$ cat src/rtl/risc_spm_control_unit.sv
`timescale 1ns/1ps
// Control FSM for the RISC-SPM processing unit: sequences fetch, decode, execute,
// memory and branch steps and drives the datapath strobes from state and IR.
//
// state  | meaning
// S_idle | after reset, no strobes
// S_fet1 | PC -> address register
// S_fet2 | memory -> IR, PC+1
// S_dec  | decode; first step of every instruction
// S_ex1  | ALU result -> dest, capture Z
// S_rd1  | operand address byte -> address register (RD)
// S_rd2  | memory -> dest
// S_wr1  | operand address byte -> address register (WR)
// S_wr2  | src -> memory
// S_br1  | target address byte location -> address register
// S_br2  | memory -> PC
// S_halt | stopped until reset
module risc_spm_control_unit #(
  parameter int word_size  = 8,
  parameter int op_size    = 4,
  parameter int state_size = 4,
  parameter int Sel1_size  = 3,
  parameter int Sel2_size  = 2
) (
  input  logic                 clk,
  input  logic                 rst,
  input  logic [word_size-1:0] instruction,
  input  logic                 Zflag,
  output logic                 Load_R0,
  output logic                 Load_R1,
  output logic                 Load_R2,
  output logic                 Load_R3,
  output logic                 Load_PC,
  output logic                 Inc_PC,
  output logic [Sel1_size-1:0] Sel_Bus_1_Mux,
  output logic [Sel2_size-1:0] Sel_Bus_2_Mux,
  output logic                 Load_IR,
  output logic                 Load_Add_R,
  output logic                 Load_Reg_Y,
  output logic                 Load_Reg_Z,
  output logic                 write,
  output logic                 halted
);

  typedef enum logic [state_size-1:0] {
    S_idle = 4'd0,
    S_fet1 = 4'd1,
    S_fet2 = 4'd2,
    S_dec  = 4'd3,
    S_ex1  = 4'd4,
    S_rd1  = 4'd5,
    S_rd2  = 4'd6,
    S_wr1  = 4'd7,
    S_wr2  = 4'd8,
    S_br1  = 4'd9,
    S_br2  = 4'd10,
    S_halt = 4'd11
  } state_t;

  localparam logic [op_size-1:0] OP_NOP = 4'h0;
  localparam logic [op_size-1:0] OP_ADD = 4'h1;
  localparam logic [op_size-1:0] OP_SUB = 4'h2;
  localparam logic [op_size-1:0] OP_AND = 4'h3;
  localparam logic [op_size-1:0] OP_NOT = 4'h4;
  localparam logic [op_size-1:0] OP_RD  = 4'h5;
  localparam logic [op_size-1:0] OP_WR  = 4'h6;
  localparam logic [op_size-1:0] OP_BR  = 4'h7;
  localparam logic [op_size-1:0] OP_BRZ = 4'h8;

  localparam logic [Sel1_size-1:0] SEL1_PC   = 3'd4;
  localparam logic [Sel2_size-1:0] SEL2_ALU  = 2'd0;
  localparam logic [Sel2_size-1:0] SEL2_BUS1 = 2'd1;
  localparam logic [Sel2_size-1:0] SEL2_MEM  = 2'd2;

  state_t state;
  state_t next_state;

  logic [op_size-1:0] opcode;
  logic [1:0]         src;
  logic [1:0]         dest;
  logic [3:0]         load_r;
  logic [3:0]         dest_onehot;

  assign opcode      = instruction[word_size-1 -: op_size];
  assign src         = instruction[3:2];
  assign dest        = instruction[1:0];
  assign dest_onehot = 4'b0001 << dest;

  assign Load_R0 = load_r[0];
  assign Load_R1 = load_r[1];
  assign Load_R2 = load_r[2];
  assign Load_R3 = load_r[3];

  always_ff @(posedge clk or negedge rst) begin
    if (!rst) state <= S_idle;
    else      state <= next_state;
  end

  // Outputs are Mealy in S_dec: they depend on the opcode and, for BRZ, on Zflag.
  always_comb begin
    next_state    = S_idle;
    load_r        = 4'b0000;
    Load_PC       = 1'b0;
    Inc_PC        = 1'b0;
    Sel_Bus_1_Mux = '0;
    Sel_Bus_2_Mux = '0;
    Load_IR       = 1'b0;
    Load_Add_R    = 1'b0;
    Load_Reg_Y    = 1'b0;
    Load_Reg_Z    = 1'b0;
    write         = 1'b0;
    halted        = 1'b0;

    case (state)
      S_idle: next_state = S_fet1;

      S_fet1: begin
        Sel_Bus_1_Mux = SEL1_PC;
        Sel_Bus_2_Mux = SEL2_BUS1;
        Load_Add_R    = 1'b1;
        next_state    = S_fet2;
      end

      S_fet2: begin
        Sel_Bus_2_Mux = SEL2_MEM;
        Load_IR       = 1'b1;
        Inc_PC        = 1'b1;
        next_state    = S_dec;
      end

      S_dec: begin
        case (opcode)
          OP_NOP: next_state = S_fet1;
          OP_ADD, OP_SUB, OP_AND: begin
            Sel_Bus_1_Mux = Sel1_size'(src);
            Sel_Bus_2_Mux = SEL2_BUS1;
            Load_Reg_Y    = 1'b1;
            next_state    = S_ex1;
          end
          OP_NOT: begin
            Sel_Bus_1_Mux = Sel1_size'(src);
            Sel_Bus_2_Mux = SEL2_ALU;
            Load_Reg_Z    = 1'b1;
            load_r        = dest_onehot;
            next_state    = S_fet1;
          end
          OP_RD, OP_WR, OP_BR: begin
            Sel_Bus_1_Mux = SEL1_PC;
            Sel_Bus_2_Mux = SEL2_BUS1;
            Load_Add_R    = 1'b1;
            if (opcode == OP_RD)      next_state = S_rd1;
            else if (opcode == OP_WR) next_state = S_wr1;
            else                      next_state = S_br1;
          end
          OP_BRZ: begin
            if (Zflag) begin
              Sel_Bus_1_Mux = SEL1_PC;
              Sel_Bus_2_Mux = SEL2_BUS1;
              Load_Add_R    = 1'b1;
              next_state    = S_br1;
            end else begin
              // Not taken: step PC past the target byte.
              Inc_PC     = 1'b1;
              next_state = S_fet1;
            end
          end
          default: next_state = S_halt;
        endcase
      end

      S_ex1: begin
        Sel_Bus_1_Mux = Sel1_size'(dest);
        Sel_Bus_2_Mux = SEL2_ALU;
        Load_Reg_Z    = 1'b1;
        load_r        = dest_onehot;
        next_state    = S_fet1;
      end

      S_rd1, S_wr1: begin
        Sel_Bus_2_Mux = SEL2_MEM;
        Load_Add_R    = 1'b1;
        Inc_PC        = 1'b1;
        next_state    = (state == S_rd1) ? S_rd2 : S_wr2;
      end

      S_rd2: begin
        Sel_Bus_2_Mux = SEL2_MEM;
        load_r        = dest_onehot;
        next_state    = S_fet1;
      end

      S_wr2: begin
        Sel_Bus_1_Mux = Sel1_size'(src);
        write         = 1'b1;
        next_state    = S_fet1;
      end

      S_br1: begin
        Sel_Bus_2_Mux = SEL2_MEM;
        Load_Add_R    = 1'b1;
        next_state    = S_br2;
      end

      S_br2: begin
        Sel_Bus_2_Mux = SEL2_MEM;
        Load_PC       = 1'b1;
        next_state    = S_fet1;
      end

      S_halt: begin
        halted     = 1'b1;
        next_state = S_halt;
      end

      default: next_state = S_idle;
    endcase
  end

endmodule

$ cat config.mk
export PLATFORM = sky130hd
export DESIGN_NAME = risc_spm_control_unit
export DESIGN_NICKNAME = d
export VERILOG_FILES = /design/src/rtl/risc_spm_control_unit.sv
export SDC_FILE = /design/constraint.sdc
export NUM_CORES = 1
export LEC_CHECK = 0
export CORE_MARGIN = 4
export CORE_UTILIZATION = 30
export CTS_BUF_LIST = sky130_fd_sc_hd__clkbuf_2 sky130_fd_sc_hd__clkbuf_4 sky130_fd_sc_hd__clkbuf_8
export CTS_CLUSTER_DIAMETER = 120
export CTS_CLUSTER_SIZE = 40
export DETAILED_ROUTE_END_ITERATION = 7
export PLACE_DENSITY = 0.61
export SYNTH_ARGS = -nofsm -noshare
export SYNTH_HDL_FRONTEND = slang
export SYNTH_SLANG_ARGS = --single-unit
$ cat constraint.sdc
create_clock -name clk -period 2.35 [get_ports clk]
set_clock_uncertainty 0.05 [all_clocks]
set_input_delay 0.3525 -clock clk [delete_from_list [all_inputs] [get_ports clk]]
set_output_delay 0.3525 -clock clk [all_outputs]
set_load 0.02 [all_outputs]
==> results.yml, run 1 <==
status:
  run_status: "complete, no violations"
logic_synthesis:
  syn_nets: 92
  synth_top_area_share_pct: 17.32
  synth_seq_cells: 4
  async_flop_share_pct: 100.0
  syn_area_um2: 578.1
  seq_area_frac_synth_pct: 17.32
  yosys.area.top_type: "dfrtp_1"
  synth_area_leaders: "dfrtp_1 17%, nand2b_1 7.6%, a22o_1 6.1%"
  yosysWarnings: 0
  synth_edf_count: 0
  ys_types: 31
  synthCells: 81
  syn_area_per_cell_um2: 7.136
  synthFlopType: "dfrtp_1"
clock_tree:
  htree_levels: 1
  cts_sinks: 4
  cts-root-buf: "clkbuf_4"
  cts_post_setup_buffers_inserted: 0
  cts_tree: "done"
  cts_buffer_depth: 2
  cts-buffers-inserted: 3
  clk_pin_slew_ns: 0.04
  clock_latency_ns: 0.23
grt:
  grt_max_degree: 20
  grt_pass1_vias: 749
  antenna_found_initial: 0
  grt_usage_pct: 16.51
  gr-total-overflow: 0
  grt_pass1_wl_mm: 3.332
critical_path:
  crit_path_start: "instruction[4]"
  cp_data_required_time_ns: 1.95
  crit_family: "simple AND/OR/NAND/NOR gates"
  slowest_stage: "or4_4"
  crit_path_start_kind: "input pin"
  path_buf_inv: 2
  r2r-start: "state[2]"
  path_cells: "dlygate4sd2_1 > or2_4 > or4_4 > a21boi_4 > nor4_1 > buf_2"
  crit_path_end_kind: "primary output"
  slowest_delay_ns: 0.42
  worst-setup-path-type: "in2out"
  cp_data_arrival_time_ns: 1.85
  path_max_fanout: 4
timing:
  min_period_ns: 2.257
  timing.hold.ws_ns: 0.2697
  slew_headroom_pct: 62.72
  worst_pin_slew_ns: 0.5452
  finalHoldViolations: 0
  rsz0062_at_grt: "false"
  setup_viol: 0
  slew_viol_final: 0
  period_share_pct: 96.04
  fmax_mhz: 443.1
cells_and_area:
  largest_reg_flops: 4
  largest_register: "state"
  diodes: 0
  drive_above_1_share_pct: 27.27
  top_regs: "state (4)"
  syn2layout_area_growth_pct: 72.08
  stdcell_count: 146
  design_area_um2: 994.7
  final_util_pct: 55.79
  fin_nets: 134
placement:
  hpwlAfterDp_mm: 1.456
  io_buffers: 27
  postPlaceCellArea_um2: 975.9
  dp_cells: 143
  gp_congestion: 0.8109
floorplan:
  ioPinCount: 28
  num_rows: 15
  initial_core_util_pct: 32.42
  die_w_um: 51.90
  coreArea_mm2: 0.001783
  design.die.area_mm2: 0.002693
  die_h_um: 51.90
detailed_routing:
  vias: 746
  wirelength_mm: 1.987
  viasPerCell: 5.110
  first_pass_iters: 4
  route.detailed.drc: 0
  antenna_left: 0
  wire_per_inst_um: 13.61
  first_iter_violations: 14
min_path:
  hold_path.class: "in2async"
power_and_ir_drop:
  cellLeakagePower_uw: 0.0004872
  switchingPower_uw: 502.5
  seq_power_share_pct: 11.5
  ir_drop_v: 0.0004159
  internal-power_uw: 480.3
  cellPowerDensity_mw_per_mm2: 988.1
  p_clk_share_pct: 8.7
  swShare_pct: 51.13
  power_frac_comb_pct: 79.9
  finalPower_uw: 982.9
flow_run:
  max_cap_violations: 0
[cells in the mapped netlist, types with 2 or more instances]
master	instances
inv_1	3
nor4b_2	2
nand2b_1	7
nor2b_1	3
a21o_1	2
nor3_1	6
dfrtp_1	4
a31oi_1	2
nor2_1	8
o21ai_0	6
clkbuf_1	5
nand2_1	7
a22o_1	4
a21oi_1	5
[cell type report]
class / count / area (um^2)
Sequential cell: 4 / 100.1
Tap cell: 25 / 31.28
Inverter: 3 / 11.26
Fill cell: 184 / 788.3
Clock buffer: 3 / 22.52
Timing Repair Buffer: 43 / 361.6
Multi-Input combinational cell: 68 / 467.9
[worst reg2reg max path, stage by stage, from the launching register on]
cell and delay (ns):
dfrtp_1 0.37, buf_4 0.20, nand2b_1 0.18, a2111oi_0 0.54, a21oi_1 0.08, nor3_1 0.18
[placed cells by master, fill, tap and decap left out, drive strengths merged]
master	count
a2111oi	1
a211oi	1
a21boi	1
a21o	2
a21oi	5
a221oi	1
a22o	4
a2bb2oi	1
a311o	1
a31oi	2
and2	1
and4bb	1
buf	21
clkbuf	3
clkdlybuf4s50	9
dfrtp	4
dlygate4sd2	12
dlymetal6s2s	1
inv	3
nand2	7
nand2b	7
nand3	1
nor2	8
nor2b	3
nor3	6
nor4	1
nor4b	3
o21ai	6
o31a	1
o31ai	1
or2	1
or4	1
xnor2	1
[cells by family after synthesis]
logic type | synth area share [%]
xor+xnor | 1.515
compound gates | 33.98
buf+inv | 6.060
simple gates | 41.13
flops | 17.32
[per-layer routing]
layer	vias to the layer above	track usage (%)	routed length, um
li1	379	-	-
met1	338	19.34	921
met2	27	29.71	953
met3	2	2.292	96
met4	0	6.550	16
met5	-	0	0
[timing repair]
action | 4_1_cts | 5_1_grt
endpoints found under the setup margin | 13 | 3
hold buffers | 0 | 0
cloned | 0 | 0
hold endpoints to repair | 0 | 0
gates resized for setup | 41 | 3
pin swaps | 5 | 1
[through the flow]
stage / worst slack [ns] / TNS [ns]
final: 0.09297 / 0
after global routing: 0.004583 / 0
after CTS: 0.05422 / 0
after detailed placement: -0.6394 / -5.373
after global placement: -0.6299 / -5.492
after floorplan: 0.04713 / 0
[power by group through the flow]
stage | registers [uW] | logic, uW | clock network, uW
after detailed placement | 114 | 835 | 0
after CTS | 113 | 797 | 87.0
after global placement | 113 | 830 | 0
after global routing | 116 | 863 | 97.7
final | 113 | 785 | 85.1
after floorplan | 119 | 482 | 0
[path summary, 6_finish.rpt]
check | endpoint | slack, ns | depth (start not counted)
max in group asynchronous | state[3] | 1.82 | 1
min reg2reg | state[2] | 0.64 | 2
max | Load_R0 | 0.09 | 6
min in group clk | state[2] | 0.64 | 2
max reg2reg | state[2] | 0.66 | 5
min | state[0] | 0.27 | 1
Power figures use the tool's default switching activity.
==> inputs of run 2 (changes only) <==
--- a/config.mk
+++ b/config.mk
@@ -5,13 +5,15 @@
 export SDC_FILE = /design/constraint.sdc
 export NUM_CORES = 1
 export LEC_CHECK = 0
+export CELL_PAD_IN_SITES_DETAIL_PLACEMENT = 0
+export CELL_PAD_IN_SITES_GLOBAL_PLACEMENT = 1
 export CORE_MARGIN = 4
 export CORE_UTILIZATION = 30
 export CTS_BUF_LIST = sky130_fd_sc_hd__clkbuf_2 sky130_fd_sc_hd__clkbuf_4 sky130_fd_sc_hd__clkbuf_8
 export CTS_CLUSTER_DIAMETER = 120
 export CTS_CLUSTER_SIZE = 40
 export DETAILED_ROUTE_END_ITERATION = 7
-export PLACE_DENSITY = 0.61
+export PLACE_DENSITY = 0.85
 export SYNTH_ARGS = -nofsm -noshare
 export SYNTH_HDL_FRONTEND = slang
 export SYNTH_SLANG_ARGS = --single-unit
==> constraint.sdc (replaced) <==
create_clock -name clk -period 2.77 [get_ports clk]
set_clock_uncertainty 0.05 [all_clocks]
set_input_delay 0.4155 -clock clk [delete_from_list [all_inputs] [get_ports clk]]
set_output_delay 0.4155 -clock clk [all_outputs]
set_load 0.02 [all_outputs]
==> results.yml, run 2 (same netlist as run 1, synthesis figures left out) <==
detailed_routing:
  wl_met3_um: 159
  first_iter_violations: 8
  wirelength_mm: 1.831
  antenna_left: 0
  wire_per_inst_um: 12.80
  wl_met1_um: 777
  vias: 741
  first_pass_iters: 4
  dr_wl_met2_um: 894
  highest_layer: "met3"
  viasPerCell: 5.182
  route.detailed.drc: 0
timing:
  slew_viol_final: 0
  rsz0062_at_grt: "false"
  slew_headroom_pct: 70.46
  setup_viol: 0
  fmax_mhz: 373.4
  period_share_pct: 96.69
  worst_pin_slew_ns: 0.4320
  min_period_ns: 2.678
  worst_slack_ns: 0.09174
  finalHoldViolations: 0
critical_path:
  slowest_delay_ns: 0.51
  crit_path_end_kind: "primary output"
  cp_data_arrival_time_ns: 2.21
  crit_path_start_kind: "input pin"
  crit_family: "simple AND/OR/NAND/NOR gates"
  cp.depth: 6
  r2r_end: "state[2]"
  cp_data_required_time_ns: 2.30
  r2r-start: "state[2]"
  r2r_setup_slack_ns: 1.15
  path_cells: "clkdlybuf4s50_1 > or2_4 > or4_4 > a21boi_4 > and4bb_1 > buf_2"
  slowest_stage: "or4_4"
  r2r_cells: 5
  crit_path_start: "instruction[5]"
  path_buf_inv: 2
  worst-setup-path-type: "in2out"
  path_max_fanout: 4
  endpoint: "Load_R3"
clock_tree:
  cts-buffers-inserted: 3
  clk_pin_slew_ns: 0.04
  cts_tree: "done"
  cts_post_setup_buffers_inserted: 0
  cts_buffer_depth: 2
  cts-root-buf: "clkbuf_4"
  htree_levels: 1
  cts_sinks: 4
  clock_latency_ns: 0.23
floorplan:
  die_w_um: 51.90
  num_rows: 15
  coreArea_mm2: 0.001783
  initial_core_util_pct: 32.42
  ioPinCount: 28
  design.die.area_mm2: 0.002693
  die_h_um: 51.90
cells_and_area:
  layout_common_cells: "16 x clkdlybuf4s50_1, 13 x buf_4, 8 x nor2_1"
  stdcell_count: 143
  largest_register: "state"
  drive_above_1_share_pct: 23.73
  layout_commonest_cell: "clkdlybuf4s50_1"
  syn2layout_area_growth_pct: 65.15
  fin_nets: 131
  diodes: 0
  fillCellCount: 188
  top_regs: "state (4)"
  largest_reg_flops: 4
grt:
  gr-total-overflow: 0
  grt_pass1_vias: 764
  grt_max_degree: 20
  grt_usage_pct: 14.78
  grt_pass1_wl_mm: 3.070
  antenna_found_initial: 0
placement:
  place_ws_ns: -0.3576
  io_buffers: 27
  gp_congestion: 0.7930
  hpwlAfterDp_mm: 1.428
  dp_cells: 140
min_path:
  hold_path.class: "in2async"
power_and_ir_drop:
  ir_drop_v: 0.0003665
  finalPower_uw: 817.5
  cellLeakagePower_uw: 0.0004373
  cellPowerDensity_mw_per_mm2: 856.3
status:
  run_status: "complete, no violations"
flow_run:
  max_cap_violations: 0
## run 2: timing repair
item	4_1_cts	5_1_grt
hold buffers	0	0
setup endpoints to repair	11	4
resized for setup	24	7
## run 2: worst min-delay path by stage
| stage | start | to | slack [ns] | cells after the start |
|---|---|---|---|---|
| 6_report | rst | state[3] | 0.33 | 1 |
| 5_1_grt | rst | state[3] | 0.34 | 1 |
| 4_1_cts | rst | state[3] | 0.32 | 1 |
| 3_5_place_dp | state[3] | state[3] | 0.54 | 2 |
| 3_3_place_gp | state[3] | state[3] | 0.56 | 2 |
| 2_1_floorplan | rst | state[0] | 0.07 | 0 |
## run 2: report_power, final
part,switching [uW],internal (uW),total (uW)
clock network,22.9,48.4,71.3
logic,380,265,645
registers,17.3,84.3,102
total,420,398,817
## run 2: metrics by stage
step / setup TNS, ns / hold WS (ns) / utilization [%] / instance area [um^2]
6_report: 0 / 0.3319 / 53.54 / 954.7
5_1_grt: 0 / 0.3448 / 53.54 / 954.7
3_3_place_gp: -1.987 / 0.5596 / 53.47 / 953.4
4_1_cts: 0 / 0.3232 / 54.46 / 970.9
3_5_place_dp: -2.185 / 0.5430 / 53.47 / 953.4
2_1_floorplan: 0 / 0.06991 / - / 578.1
## run 2: cell type report
class / instances / area [um^2] / area share, %
Clock buffer: 3 / 22.52 / 2.359
Inverter: 3 / 11.26 / 1.180
Multi-Input combinational cell: 68 / 454.2 / 47.58
Sequential cell: 4 / 100.1 / 10.48
Tap cell: 25 / 31.28 / 3.277
Timing Repair Buffer: 40 / 335.3 / 35.12
## run 2: layer usage
| metal | global-route usage (%) | vias to the layer above |
|---|---|---|
| met5 | 0 | - |
| met4 | 8.734 | 0 |
| met3 | 2.865 | 0 |
| met2 | 26.15 | 22 |
| met1 | 16.06 | 345 |
| li1 | - | 374 |
==> inputs of run 3 (changes only) <==
--- a/config.mk
+++ b/config.mk
@@ -7,12 +7,13 @@
 export LEC_CHECK = 0
 export CELL_PAD_IN_SITES_DETAIL_PLACEMENT = 0
 export CELL_PAD_IN_SITES_GLOBAL_PLACEMENT = 1
-export CORE_MARGIN = 4
+export CORE_MARGIN = 2
 export CORE_UTILIZATION = 30
 export CTS_BUF_LIST = sky130_fd_sc_hd__clkbuf_2 sky130_fd_sc_hd__clkbuf_4 sky130_fd_sc_hd__clkbuf_8
 export CTS_CLUSTER_DIAMETER = 120
 export CTS_CLUSTER_SIZE = 40
 export DETAILED_ROUTE_END_ITERATION = 7
+export GPL_TIMING_DRIVEN = 0
 export PLACE_DENSITY = 0.85
 export SYNTH_ARGS = -nofsm -noshare
 export SYNTH_HDL_FRONTEND = slang
==> results.yml, run 3 (same netlist as run 1, synthesis figures left out) <==
cells_and_area:
  syn2layout_area_growth_pct: 58.66
  multiInputGateArea_um2: 465.4
  layout_commonest_cell: "clkdlybuf4s50_1"
  regArea_um2: 100.1
  fillCellCount: 195
  drive_above_1_share_pct: 14.55
  diodes: 0
  largest_register: "state"
  top_regs: "state (4)"
  final_util_pct: 51.99
  largest_reg_flops: 4
  stdcell_count: 135
  fin_nets: 123
  layout_common_cells: "17 x clkdlybuf4s50_1, 7 x nand2b_1, 7 x nor2_1, 7 x nand2_1, 6 x o21ai_0"
timing:
  timing.hold.ws_ns: 0.3275
  slew_viol_final: 0
  period_share_pct: 97.10
  setup_viol: 0
  rsz0062_at_grt: "false"
  worst_pin_slew_ns: 0.4807
  fmax_mhz: 371.8
  finalHoldViolations: 0
  min_period_ns: 2.690
  worst_slack_ns: 0.08035
  slew_headroom_pct: 67.95
grt:
  grt.busiest_layer: "met2"
  met3_usage_pct: 4.151
  grt_pass1_wl_mm: 2.822
  grt_pass1_vias: 644
  gr-total-overflow: 0
  grt_usage_pct: 17.47
  grt_max_degree: 11
  antenna_found_initial: 0
  grtUsageMet1_pct: 22.42
  use_met2_pct: 29.07
critical_path:
  cp_data_required_time_ns: 2.30
  path_max_fanout: 6
  worst-setup-path-type: "in2out"
  crit_path_end_kind: "primary output"
  cp_data_arrival_time_ns: 2.22
  crit_path_start_kind: "input pin"
floorplan:
  num_rows: 15
  initial_core_util_pct: 32.77
  design.die.area_mm2: 0.002294
  ioPinCount: 28
  die_w_um: 47.90
  die_h_um: 47.90
  coreArea_mm2: 0.001764
detailed_routing:
  first_pass_iters: 6
  wirelength_mm: 1.780
  route.detailed.drc: 0
  vias: 729
  antenna_left: 0
  wire_per_inst_um: 13.19
  viasPerCell: 5.400
  first_iter_violations: 28
clock_tree:
  htree_levels: 1
  cts_sinks: 4
  ctsHoldBuffers: 0
  cts_buffer_depth: 2
  cts_tree: "done"
  cts_post_setup_buffers_inserted: 0
  clock_latency_ns: 0.23
  clk_pin_slew_ns: 0.04
  cts-buffers-inserted: 3
  cts-root-buf: "clkbuf_4"
placement:
  dp_cells: 132
  hpwlAfterDp_mm: 1.303
  io_buffers: 26
  gp_congestion: 0.7793
  place_ws_ns: -0.4469
power_and_ir_drop:
  finalPower_uw: 825.7
  cellPowerDensity_mw_per_mm2: 900.3
  cellLeakagePower_uw: 0.0003782
  ir_drop_v: 0.0004338
min_path:
  hold_path.class: "in2async"
flow_run:
  max_cap_violations: 0
status:
  run_status: "complete, no violations"
run 3: worst max-delay path, stage by stage:
cell and delay (ns):
dlygate4sd2_1 0.31, or2_4 0.29, or4_4 0.52, a21boi_4 0.17
and4bb_1 0.26, clkdlybuf4s15_2 0.25
run 3: through the flow:
| stage | cell area (um^2) | setup TNS (ns) |
|---|---|---|
| floorplan | 578.1 | 0 |
| global placement | 869.6 | -3.030 |
| detailed placement | 869.6 | -2.924 |
| CTS | 909.6 | 0 |
| global route | 917.1 | 0 |
| finish | 917.1 | 0 |
run 3: layout make-up:
cell class / instances / area share, %
well taps: 25 / 3.411
multi-input cells: 68 / 50.75
clock buffers: 3 / 2.456
flip-flops and latches: 4 / 10.91
repair buffers: 26 / 28.65
inverters: 3 / 1.228
plain buffers: 6 / 2.592
run 3: per-layer routing:
layer	vias to the layer above	wire length (um)	part of all wire [%]
met5	-	0	0
met4	0	3	0.17
li1	359	-	-
met2	33	844	47
met1	335	823	46
met3	2	109	6.1
run 3: report_power, final:
part           switching, uW  internal, uW
registers               21.7          84.5
logic                    382           267
clock network           22.1          48.3
total                    426           400
run 3: path summary, 6_finish.rpt:
path                                start       end  depth (start not counted)  slack, ns
max                        instruction[5]   Load_R3                          6       0.08
min                                   rst  state[3]                          1       0.33
max reg2reg                      state[3]  state[1]                          5       1.02
min reg2reg                      state[1]  state[0]                          2       0.59
max in group asynchronous             rst  state[2]                          1       2.18
min in group clk           instruction[7]  state[3]                          3       0.58
run 3: repair_timing:
item,CTS,global route
resized for setup,22,2
setup endpoints to repair,11,8
pin swaps,0,0
